--- src/rtl/load_store_unit_pkg.sv ---
// Shared types and helpers for the load/store unit: memory opcodes, access
// sizes and the FSM state encoding.
package load_store_unit_pkg;

  typedef enum logic [3:0] {
    OP_NONE, OP_LB, OP_LH, OP_LW, OP_LD, OP_LBU, OP_LHU, OP_LWU,
    OP_SB, OP_SH, OP_SW, OP_SD
  } mem_op_t;

  typedef enum logic [1:0] {SZ_B, SZ_H, SZ_W, SZ_D} msize_t;

  typedef logic [1:0] lsu_state_t;
  localparam lsu_state_t S_IDLE  = 2'd0;
  localparam lsu_state_t S_WAIT  = 2'd1;
  localparam lsu_state_t S_DONE  = 2'd2;
  localparam lsu_state_t S_DRAIN = 2'd3;

  function automatic msize_t op_size(input mem_op_t op);
    case (op)
      OP_LB, OP_LBU, OP_SB: return SZ_B;
      OP_LH, OP_LHU, OP_SH: return SZ_H;
      OP_LW, OP_LWU, OP_SW: return SZ_W;
      default:              return SZ_D;
    endcase
  endfunction

  function automatic logic op_is_store(input mem_op_t op);
    return (op == OP_SB) || (op == OP_SH) || (op == OP_SW) || (op == OP_SD);
  endfunction

endpackage

--- src/rtl/load_store_unit_align.sv ---
// Byte-lane alignment: store strobes and data placement, load data shifting
// and the final sign/zero extension of a captured load.
module lsu_align
  import load_store_unit_pkg::*;
#(
  parameter int XLEN = 64,
  localparam int NBYTES = XLEN / 8,
  localparam int OFF_W = $clog2(XLEN / 8)
) (
  input  logic [3:0]        i_op,
  input  logic [OFF_W-1:0]  i_offset,
  input  logic [XLEN-1:0]   i_wdata,
  input  logic [XLEN-1:0]   i_rdata,
  input  logic [XLEN-1:0]   i_captured,
  output logic [NBYTES-1:0] o_strobe,
  output logic [XLEN-1:0]   o_wdata,
  output logic [XLEN-1:0]   o_rdata,
  output logic [XLEN-1:0]   o_result
);

  mem_op_t w_op;
  logic [NBYTES-1:0] w_mask;

  assign w_op = mem_op_t'(i_op);

  // A doubleword mask is truncated to the bus width; on a 32-bit bus that
  // access is only ever issued when misalignment trapping is disabled.
  always_comb begin
    w_mask = '0;
    case (op_size(w_op))
      SZ_B:    w_mask = NBYTES'(8'h01);
      SZ_H:    w_mask = NBYTES'(8'h03);
      SZ_W:    w_mask = NBYTES'(8'h0F);
      default: w_mask = NBYTES'(8'hFF);
    endcase
  end

  assign o_strobe = op_is_store(w_op) ? (w_mask << i_offset) : '0;
  assign o_wdata  = i_wdata << {i_offset, 3'b000};
  assign o_rdata  = i_rdata >> {i_offset, 3'b000};

  always_comb begin
    o_result = '0;
    case (w_op)
      OP_LB:   o_result = XLEN'($signed(i_captured[7:0]));
      OP_LH:   o_result = XLEN'($signed(i_captured[15:0]));
      OP_LW:   o_result = XLEN'($signed(i_captured[31:0]));
      OP_LBU:  o_result = XLEN'(i_captured[7:0]);
      OP_LHU:  o_result = XLEN'(i_captured[15:0]);
      OP_LWU:  o_result = XLEN'(i_captured[31:0]);
      OP_LD:   o_result = i_captured;
      default: o_result = '0;
    endcase
  end

endmodule

--- src/rtl/load_store_unit.sv ---
// Single-outstanding load/store unit: issues one data-bus request per memory
// instruction, stalls upstream until the response, and writes back the result.
module load_store_unit
  import load_store_unit_pkg::*;
#(
  parameter int XLEN          = 64,
  parameter int ADDR_W        = 64,
  parameter int MISALIGN_TRAP = 1
) (
  input  logic                clk,
  input  logic                reset,
  input  logic                flush,
  input  logic                in_valid,
  input  mem_op_t             op,
  input  logic [ADDR_W-1:0]   addr,
  input  logic [XLEN-1:0]     wdata,
  input  logic [4:0]          dst,
  output logic                stall,
  output logic                dreq_valid,
  output logic [ADDR_W-1:0]   dreq_addr,
  output msize_t              dreq_size,
  output logic [XLEN/8-1:0]   dreq_strobe,
  output logic [XLEN-1:0]     dreq_data,
  input  logic                dresp_data_ok,
  input  logic [XLEN-1:0]     dresp_data,
  output logic                out_valid,
  output logic [XLEN-1:0]     out_data,
  output logic [4:0]          out_dst,
  output logic                out_misalign
);

  localparam int OFF_W = $clog2(XLEN / 8);

  lsu_state_t        r_state;
  mem_op_t           r_op;
  logic [ADDR_W-1:0] r_addr;
  logic [XLEN-1:0]   r_wdata;
  logic [4:0]        r_dst;
  logic [XLEN-1:0]   r_captured;
  logic              r_flushPending;

  logic              w_idle, w_isMem, w_misaligned, w_trap;
  logic              w_start, w_trapOut, w_passOut, w_doneOut;
  mem_op_t           w_reqOp;
  logic [ADDR_W-1:0] w_reqAddr;
  logic [XLEN-1:0]   w_reqWdata, w_rdataShifted, w_result;

  always_comb begin
    w_misaligned = 1'b0;
    case (op_size(op))
      SZ_B:    w_misaligned = 1'b0;
      SZ_H:    w_misaligned = addr[0];
      SZ_W:    w_misaligned = (addr[1:0] != 2'b00);
      default: w_misaligned = (XLEN == 32) || (addr[2:0] != 3'b000);
    endcase
  end

  assign w_idle    = (r_state == S_IDLE);
  assign w_isMem   = (op != OP_NONE);
  assign w_trap    = (MISALIGN_TRAP != 0) && w_misaligned;
  assign w_start   = !reset && w_idle && in_valid && w_isMem && !w_trap;
  assign w_trapOut = !reset && w_idle && in_valid && w_isMem && w_trap;
  assign w_passOut = !reset && w_idle && in_valid && !w_isMem;
  // A flush that arrived together with the response is remembered so the
  // completed result is still killed one cycle later.
  assign w_doneOut = !reset && (r_state == S_DONE) && !flush && !r_flushPending;

  // The request is driven straight from the inputs in the accepting cycle and
  // from the latched copy afterwards, so it stays stable while waiting.
  assign w_reqOp    = w_idle ? op    : r_op;
  assign w_reqAddr  = w_idle ? addr  : r_addr;
  assign w_reqWdata = w_idle ? wdata : r_wdata;

  lsu_align #(.XLEN(XLEN)) u_align (
    .i_op       (w_reqOp),
    .i_offset   (w_reqAddr[OFF_W-1:0]),
    .i_wdata    (w_reqWdata),
    .i_rdata    (dresp_data),
    .i_captured (r_captured),
    .o_strobe   (dreq_strobe),
    .o_wdata    (dreq_data),
    .o_rdata    (w_rdataShifted),
    .o_result   (w_result)
  );

  assign dreq_valid   = !reset && (w_start || r_state == S_WAIT || r_state == S_DRAIN);
  assign stall        = dreq_valid;
  assign dreq_addr    = w_reqAddr;
  assign dreq_size    = op_size(w_reqOp);
  assign out_valid    = w_passOut || w_trapOut || w_doneOut;
  assign out_misalign = w_trapOut;
  assign out_dst      = w_idle ? dst : r_dst;

  always_comb begin
    out_data = '0;
    if (w_passOut)
      out_data = XLEN'(addr);
    else if (w_doneOut)
      out_data = w_result;
  end

  always_ff @(posedge clk) begin
    if (reset) begin
      r_state        <= S_IDLE;
      r_op           <= OP_NONE;
      r_addr         <= '0;
      r_wdata        <= '0;
      r_dst          <= '0;
      r_captured     <= '0;
      r_flushPending <= 1'b0;
    end else begin
      case (r_state)
        S_IDLE: begin
          if (w_start) begin
            r_state        <= S_WAIT;
            r_op           <= op;
            r_addr         <= addr;
            r_wdata        <= wdata;
            r_dst          <= dst;
            r_flushPending <= 1'b0;
          end
        end
        S_WAIT: begin
          if (dresp_data_ok) begin
            r_state        <= S_DONE;
            r_captured     <= w_rdataShifted;
            r_flushPending <= flush;
          end else if (flush) begin
            r_state <= S_DRAIN;
          end
        end
        S_DONE: begin
          r_state        <= S_IDLE;
          r_flushPending <= 1'b0;
        end
        default: begin
          if (dresp_data_ok)
            r_state <= S_IDLE;
        end
      endcase
    end
  end

endmodule

--- config.mk ---
export PLATFORM = sky130hd
export DESIGN_NAME = load_store_unit
export DESIGN_NICKNAME = d
export VERILOG_FILES = /design/src/rtl/load_store_unit_pkg.sv /design/src/rtl/load_store_unit_align.sv /design/src/rtl/load_store_unit.sv
export SDC_FILE = /design/constraint.sdc
export NUM_CORES = 1
export LEC_CHECK = 0
export ABC_AREA = 1
export ABC_CLOCK_PERIOD_IN_PS = 2300
export BUFFER_PORTS_ARGS = -buffer_cell sky130_fd_sc_hd__clkbuf_2
export CAP_MARGIN = 0
export CORE_UTILIZATION = 40
export DETAILED_ROUTE_END_ITERATION = 16
export GPL_ROUTABILITY_DRIVEN = 0
export SLEW_MARGIN = 20
export SYNTH_ARGS = -nofsm -noshare
export SYNTH_HDL_FRONTEND = slang
export SYNTH_SLANG_ARGS = --single-unit
--- constraint.sdc ---
create_clock -name clk -period 2.3 [get_ports clk]
set_input_delay 0 -clock clk [delete_from_list [all_inputs] [get_ports clk]]
set_output_delay 0 -clock clk [all_outputs]
set_load 0.1 [all_outputs]
Word level (Yosys, flattened, before mapping)
Memories as Yosys holds them, arrays and structs flattened.
Index checks and enable logic that the tools add are counted.

word-level totals
  memories kept = 3
  bits in registers = 204
  ROM bits = 96

memories
  name              words  width  read ports  clocked after Yosys merged registers in  wr ports  RTL line                   source
  (name not given)  16     2      1           0                                        0         load_store_unit_pkg.sv:19  case (op)
  (name not given)  16     2      1           0                                        0         load_store_unit_pkg.sv:19
  (name not given)  16     2      1           0                                        0         load_store_unit_pkg.sv:19

operators by class
  equality and inequality tests = 21
  muxes and demuxes = 18
  reductions and logical operators = 34
  shift-type cells = 3

operator list
  kind                number
  $pmux 64 s7         1
  $mux 64             4
  $shl 64x6->64       1
  $shr 64x6->64       1
  $pmux 8 s3          1
  $eq 4x3->1 const B  4
  $eq 4x4->1 const B  4
  $logic_and 1x1->1   10
  $eq 2x2->1 const B  4
  $eq 4x2->1 const B  2
  $mux 2              4
  $mux 8              1
  $reduce_bool 4->1   2
  $shl 8x3->8         1
  $logic_or 1x1->1    7
  $eq 2x1->1 const B  3
  $logic_not 2->1     3
  $pmux 1 s3          2
  $pmux 2 s3          1
  $reduce_and 3->1    2
  $reduce_bool 3->1   2
  $logic_not 1->1     5
  $mux 5              1
  $eq 4x1->1 const B  1
  other kinds (7)     9

Logic depth before layout (Yosys ltp)
Gate-level depths: netlist of the first run.

  depth in word-level cells = 8
  depth in mapped cells = 16
  mapped depth without buffers = 14

Modules after synthesis
A second synthesis of the first run with hierarchy kept.

unflattened totals
  cells, all modules = 2394
  area total of the unflattened synthesis = 14216.1 sq um

modules (own cells, without submodules)
  module           cells an instance  times used  area an instance (sq um)
  load_store_unit  1472               1           9882.0
  lsu_align        922                1           4334.2

Worst setup path after synthesis of the first run
Ideal clock, no wire load.

  path type = flip-flop to output port
  from = register r_state[0]
  to = output port dreq_strobe[2]
  path buffers = 1
  data arrival time = 3.648 ns
  setup slack = -1.348 ns
  stages on the path, launching flop included = 11
  cell sequence = dfxtp_1 inv_1 ha_1 buf_6 o21ai_2 inv_1 o21ai_2 nand2_1 nand3_1 nand2_1 nor2_1

between the ends
  cells in the longest elaborated chain, start to end = 7
  elaborated cells on any way between the ends = 17
  classes of those cells = 6 x eq/ne; 1 x shift; 4 x mux; 5 x reduce/logical; 1 x memory

ends and longest elaborated chain
  item                                             RTL line                                                source
  from (decl)                                      load_store_unit.sv:34                                   lsu_state_t r_state;
  from (signal assigned)                           load_store_unit.sv:104                                  r_state <= S_IDLE;
  from (signal assigned)                           load_store_unit.sv:115                                  r_state <= S_WAIT;
  from (signal assigned)                           load_store_unit.sv:125                                  r_state <= S_DONE;
  $logic_not 2->1 *                                load_store_unit.sv:58                                   assign w_idle = (r_state == S_IDLE);
  $mux 4                                           load_store_unit.sv:70                                   assign w_reqOp = w_idle ? op : r_op;
  $mem_v2 16x2 or $eq 4x4->1 (tied branches)       --
  $eq 2x2->1, or another cell as far along         load_store_unit_align.sv:30                             case (op_size(w_op))
  $pmux 8 s3 or $logic_or 1x1->1 (tied branches)   load_store_unit_align.sv:30, load_store_unit_pkg.sv:28
  $shl 8x3->8 or $logic_or 1x1->1 (tied branches)  load_store_unit_align.sv:38, load_store_unit_pkg.sv:28
  $mux 8 *                                         load_store_unit_align.sv:38                             assign o_strobe = op_is_store(w_op) ? (w_mask << i_offset) : '0;
  to (decl)                                        load_store_unit.sv:22                                   output logic [XLEN/8-1:0] dreq_strobe,

Every way passes the cells marked *; elsewhere a longest branch is shown, timed or not.

Final worst setup path of the first run
  from = register r_state[1]
  to = output port dreq_data[50]

between the ends
  cells in the longest elaborated chain, start to end = 3
  elaborated cells on any way between the ends = 4
  classes of those cells = 1 x shift; 2 x mux; 1 x reduce/logical

ends and longest elaborated chain
  item                        RTL line                                      source
  $logic_not 2->1 *           load_store_unit.sv:58
  $mux 64 (on tied branches)  load_store_unit.sv:72, load_store_unit.sv:71
  $shl 64x6->64 *             load_store_unit_align.sv:39                   assign o_wdata = i_wdata << {i_offset, 3'b000};
  to (decl)                   load_store_unit.sv:23                         output logic [XLEN-1:0] dreq_data,

Marked as above.

==> key figures, run 1 <==
Status
  – Outcome: finished, violations left
  – Violated checks: negative hold slack, negative setup slack

Synth
  – Seq cells post-synth: 204
  – Synthesized area: 13600 µm²
  – Share of flip-flops with an asynchronous set or reset: 0%
  – Top FF cell, synth: dfxtp_1
  – Synth Warn #: 0
  – Post-Synthesis Cells: 2243
  – Post-synth EDFFs: 0
  – Seq/Total Area, Yosys: 30.1%
  – Synth unique cells: 36
  – Mapped Nets: 2455
  – Mapped Avg Cell Area: 6.04 µm²

Routing
  – Pre-antenna DRT Iters: 6
  – Vias per cell: 5.74
  – Routed WL: 72100 µm
  – Antenna viol nets, final: 0
  – Detailed-route DRC error count: 0
  – WL/cell: 21.3 µm
  – Vias after detailed routing: 19.4k
  – Initial drt markers: 1907

Hold path
  – Hold Crit Class: input port to flip-flop
  – Worst Hold End: r_captured[8]
  – Hold path cells: 7
  – Hold_sp: dresp_data[8]

Job
  – MaxCap Viol Count: 0

Global routing
  – Vias in the first global route: 17.4k
  – Largest net degree at the start of global routing: 119
  – Global route overflow: 0
  – Gr usage total: 34.9%
  – First-pass GRT wire length: 94700 µm
  – Initial antenna violation count: 3

Clock tree
  – Clock slew at reported path FFs: 0.07 ns
  – Clock root cell: clkbuf_16
  – CTS Buf Count: 24
  – CTS sink count: 204
  – Clock latency on the worst-skew pair: 0.54 ns
  – Maximum clock path buffer count: 3
  – H-tree Lvls: 1
  – CTS tree: yes

Cells and area
  – Final core occ: 80.1%
  – Layout area overhead: 97.7%
  – Fin nets: 3127
  – Post-route insts no fill: 3384
  – Share of cells above drive strength 1: 38.4%

Critical path
  – Crit Path Class: flip-flop to output pin
  – CP Launch Type: flip-flop
  – FF-to-FF End: r_captured[35]
  – Critical Path RT: 2.30 ns
  – R2R Setup Slk: -0.21 ns
  – WP data arrival: 2.87 ns
  – R2R depth: 12
  – Reg2Reg Launch Point: r_state[1]
  – Critical path capture point type: output pin
  – Critical-path maximum fanout: 8

STA
  – Final period utilization: 125%
  – Worst slew margin: 50.4%
  – Worst Clk Skew: 0.0215 ns
  – Fmax: 348 MHz
  – Max-slew violations: 0
  – Minimum clock period: 2.87 ns
  – Final Hold Viols: 1
  – Hold Slack: -0.00149 ns
  – RSZ-0062 raised after global routing: yes
  – Setup violators final: 209
  – Final WS setup: -0.573 ns
  – Worst slew pin tran: 0.745 ns

Place
  – Post-DP HPWL: 42400 µm
  – Post-Place Cells: 3030
  – Worst slack, placed: -0.00438 ns
  – IO Port Bufs: 416

Floorplan
  – Ports: 417
  – Chip width: 186 µm
  – Starting Density: 40.5%
  – Die Area: 34600 µm²
  – Die height: 186 µm
  – Cell row count: 67
  – Core area: 33400 µm²

Power
  – Maximum vdd drop: 2.37 mV
  – PwrDens: 1500 nW/µm²
  – LEAKAGE: 11.5 nW
## kinds of logic (layout without fill, tap and decap cells)
kind of cell | Yosys count | after routing | synth area share [%]
AND/OR/NAND/NOR | 947 | 947 | 28.4
AO/OA/AOI/OAI | 682 | 682 | 27.4
buffers and inverters | 390 | 1080 | 12.5
flip-flops | 204 | 204 | 30.1
multiplexers | 14 | 14 | 1.03
adder cells (fa/ha/maj) | 6 | 6 | 0.554
other | 0 | 3 | 0
## worst max-delay path by stage
| stage | endpoint | from | slack, ns |
|---|---|---|---|
| after floorplan | dreq_strobe[3] | r_state[1] | -0.18 |
| after global placement | dreq_data[43] | r_state[0] | 0.06 |
| after detailed placement | r_wdata[58] | r_state[0] | -0.004 |
| after CTS | out_data[39] | r_state[1] | -0.36 |
| after global routing | dreq_data[50] | r_state[1] | -0.60 |
| final | dreq_data[50] | r_state[1] | -0.57 |
## layout make-up
class / count / area [µm²]
timing repair inverter: 1 / 16.3
fill: 2144 / 6650
clock inverter: 13 / 194
tap: 448 / 561
clock buffer: 31 / 688
timing repair buffer: 825 / 10200
inverter: 210 / 871
sequential: 204 / 4090
antenna: 3 / 7.51
multi-input combinational: 1649 / 10100
## worst max-delay path, cell delays in order (launching register included)
cell	delay, ns
dfxtp_2	0.34
inv_2	0.05
ha_4	0.20
clkbuf_16	0.19
buf_4	0.14
o21ai_4	0.18
buf_12	0.19
buf_12	0.13
buf_16	0.14
nand3_1	0.30
nand3_2	0.22
o21ai_4	0.08
buf_12	0.17
## through the flow
stage | hold slack, ns | instance area, µm² | power (mW) | setup TNS [ns]
after floorplan | 0.145 | 14500 | 20.8 | -2.65
after global placement | 0.248 | 20500 | 29.4 | 0
after detailed placement | 0.252 | 20500 | 29.6 | -0.00612
after CTS | 0.00412 | 24300 | 36.0 | -37.65
after global routing | 0.0545 | 26800 | 41.3 | -71.22
final | -0.00149 | 26800 | 40.3 | -54.80
## placed cells by master, fill, tap and decap left out, drive strengths merged, types with 6 or more instances in the layout
cell	count
a22oi	8
clkinv	12
dfxtp	204
or2	21
nor3	7
clkbuf	262
mux2i	14
inv	203
nand2	669
o211ai	61
ha	6
o22ai	20
a22o	13
nand3	147
buf	401
a31oi	9
o21ai	382
nor2	100
a21oi	189
dlygate4sd3	191
## Yosys cell counts (14+ instances only)
library cell / count / area, µm²
a21oi_1: 188 / 941
buf_2: 81 / 405
buf_4: 16 / 120
clkbuf_1: 69 / 259
dfxtp_1: 204 / 4080
inv_1: 197 / 739
mux2i_1: 14 / 140
nand2_1: 665 / 2500
nand3_1: 147 / 736
nor2_1: 94 / 353
o211ai_1: 61 / 458
o21ai_0: 304 / 1520
o21ai_1: 71 / 355
o22ai_1: 19 / 119
## where the power goes
part | leakage (nW) | internal (mW) | switching, mW | total [mW]
clock | 0.442 | 2.67 | 1.69 | 4.36
sequential | 1.66 | 4.00 | 0.258 | 4.26
combinational | 9.45 | 11.4 | 20.3 | 31.7
total | 11.5 | 18.1 | 22.2 | 40.3
## repair_timing
item                                   in CTS  in global routing
endpoints found under the hold margin     189                  0
pin swaps                                  35                115
setup endpoints to repair                 200                329
hold buffers                              191                  0
cloned                                     12                 34
gates resized for setup                   165                339
buffers inserted                           19                 54
## sequential cells by signal, indices dropped and copies added, names as in the netlist
register and flops:
r_captured 64, r_wdata 64, r_state 2, r_addr 64
r_op 4, r_flushPending 1, r_dst 5
## layer usage
layer,vias to the layer above,GRT usage [%],wire length [µm]
met2,1336,61.7,35100
li1,8771,-,-
met1,8945,40.0,24900
met4,0,16.8,5010
met3,381,6.89,7120
met5,-,0,0
Note: power is estimated with default switching activity, not from simulation.
==> run 2, diff against run 1 <==
CORE_UTILIZATION = 30   (was 40)
==> key figures, run 2 (synthesized netlist as in run 1, its figures left out) <==
Status
  – Outcome: finished, violations left
  – Violated checks: negative setup slack

Routing
  – Initial drt markers: 1391
  – Vias after detailed routing: 18.2k
  – Vias per cell: 5.24
  – Detailed-route DRC error count: 0
  – Routed WL: 65800 µm
  – WL/cell: 18.9 µm
  – Pre-antenna DRT Iters: 7
  – Antenna viol nets, final: 0

Cells and area
  – Commonest non-fill, non-tap cell in the layout: nand2_1
  – Fin area: 25000 µm²
  – Share of cells above drive strength 1: 34.2%
  – Fin nets: 3072
  – Final core occ: 56.3%
  – Post-route insts no fill: 3475
  – Most frequent cells in the layout: 592 x nand2_1, 229 x buf_12, 216 x clkbuf_2
  – Largest regs: r_addr (64), r_captured (64), r_wdata (64)
  – Layout area overhead: 84.6%

Critical path
  – Critical path capture point type: output pin
  – R2R depth: 12
  – Critical-path maximum fanout: 10
  – CP Launch Type: flip-flop
  – FF-to-FF End: r_captured[23]
  – R2R Setup Slk: -0.15 ns
  – Critical Path RT: 2.30 ns
  – WP data arrival: 2.75 ns
  – Reg2Reg Launch Point: r_state[1]
  – Crit Path Class: flip-flop to output pin

Hold path
  – Hold_sp: dresp_data[0]
  – Hold path cells: 7
  – Worst Hold End: r_captured[0]
  – Hold Crit Class: input port to flip-flop

Floorplan
  – Die Area: 46000 µm²
  – Die height: 215 µm
  – Starting Density: 30.5%
  – Ports: 417
  – Core area: 44400 µm²
  – Chip width: 215 µm
  – Cell row count: 77

STA
  – Minimum clock period: 2.75 ns
  – Final Hold Viols: 0
  – Final WS setup: -0.449 ns
  – Worst Clk Skew: 0.0157 ns
  – Worst slew margin: 48.9%
  – Hold Slack: 0.0458 ns
  – RSZ-0062 raised after global routing: yes
  – Worst slew pin tran: 0.766 ns
  – Fmax: 364 MHz
  – Final period utilization: 120%
  – Max-slew violations: 0
  – Setup violators final: 187

Global routing
  – Vias in the first global route: 17.4k
  – Largest net degree at the start of global routing: 113
  – First-pass GRT wire length: 98400 µm
  – Global route overflow: 0
  – Initial antenna violation count: 2
  – Gr usage total: 26.7%

Place
  – IO Port Bufs: 416
  – Post-DP HPWL: 45800 µm
  – Placed cell area: 20500 µm²
  – Post-Place Cells: 3174

Clock tree
  – CTS Buf Count: 27
  – Clock slew at reported path FFs: 0.07 ns
  – Clock root cell: clkbuf_16
  – CTS tree: yes
  – Maximum clock path buffer count: 3
  – H-tree Lvls: 1
  – Clock latency on the worst-skew pair: 0.55 ns
  – CTS sink count: 204

Power
  – Combinational fraction of design power: 77.1%
  – Switching power share of the total: 55.9%
  – Clock Power Share: 11.5%
  – Maximum vdd drop: 2.36 mV
  – LEAKAGE: 10.8 nW
  – Switching pwr: 20.8 mW
  – P_int: 16.3 mW
  – Sequential Power Share: 11.4%
  – PwrDens: 1480 nW/µm²

Job
  – MaxCap Viol Count: 0
-- run 2: final cells by class --
cell class	count	area, µm²
fill	3926	19400
multi-input combinational	1649	9440
timing repair buffer	768	9030
sequential	204	4090
inverter	210	821
tap	592	741
clock buffer	32	734
clock inverter	17	161
antenna	3	7.51
-- run 2: per-stage QoR --
| step | setup TNS [ns] | power [mW] | worst slack [ns] |
|---|---|---|---|
| final | -45.50 | 37.1 | -0.449 |
| after global routing | -63.86 | 38.4 | -0.530 |
| after CTS | -45.49 | 35.6 | -0.385 |
| after detailed placement | -0.0168 | 29.6 | -0.0119 |
| after global placement | 0 | 29.5 | 0.0175 |
| after floorplan | -2.65 | 20.8 | -0.183 |
-- run 2: layer usage --
metal | track usage (%) | routed length, µm
met1 | 31.0 | 25100
met2 | 47.2 | 32500
met3 | 5.15 | 4990
met4 | 12.3 | 3140
met5 | 0 | 0
-- run 2: how the worst max path moves through the flow --
stage | from | depth (start not counted) | endpoint | slack (ns)
after floorplan | r_state[1] | 10 | dreq_strobe[3] | -0.18
after global placement | r_state[0] | 12 | dreq_data[37] | 0.02
after detailed placement | r_state[0] | 10 | dreq_strobe[3] | -0.01
after CTS | r_state[0] | 11 | dreq_strobe[3] | -0.38
after global routing | r_state[1] | 12 | dreq_strobe[4] | -0.53
final | r_state[1] | 12 | dreq_strobe[4] | -0.45
-- run 2: worst max-delay path, cell delays in order (launching register included) --
cell,delay (ns)
dfxtp_2,0.34
inv_2,0.05
ha_4,0.20
buf_12,0.17
buf_12,0.13
o21ai_4,0.28
clkinv_4,0.19
nor2_4,0.21
o21ai_1,0.10
a21oi_1,0.15
nand2_1,0.11
nand2_4,0.08
buf_12,0.17
-- run 2: timing repair --
item | CTS | global route
endpoints found under the hold margin | 197 | 0
endpoints found under the setup margin | 168 | 230
cloned | 7 | 9
hold buffers | 197 | 0
gates resized for setup | 159 | 163
buffers inserted | 17 | 19
pin swaps | 19 | 42
-- run 2: power groups by stage --
| stage | clock, mW | combinational (mW) | sequential [mW] |
|---|---|---|---|
| 6_report | 4.28 | 28.6 | 4.23 |
| 2_1_floorplan | 0 | 16.6 | 4.21 |
| 3_3_place_gp | 0 | 25.2 | 4.27 |
| 4_1_cts | 4.36 | 27.0 | 4.21 |
| 5_1_grt | 4.50 | 29.6 | 4.26 |
| 3_5_place_dp | 0 | 25.3 | 4.28 |
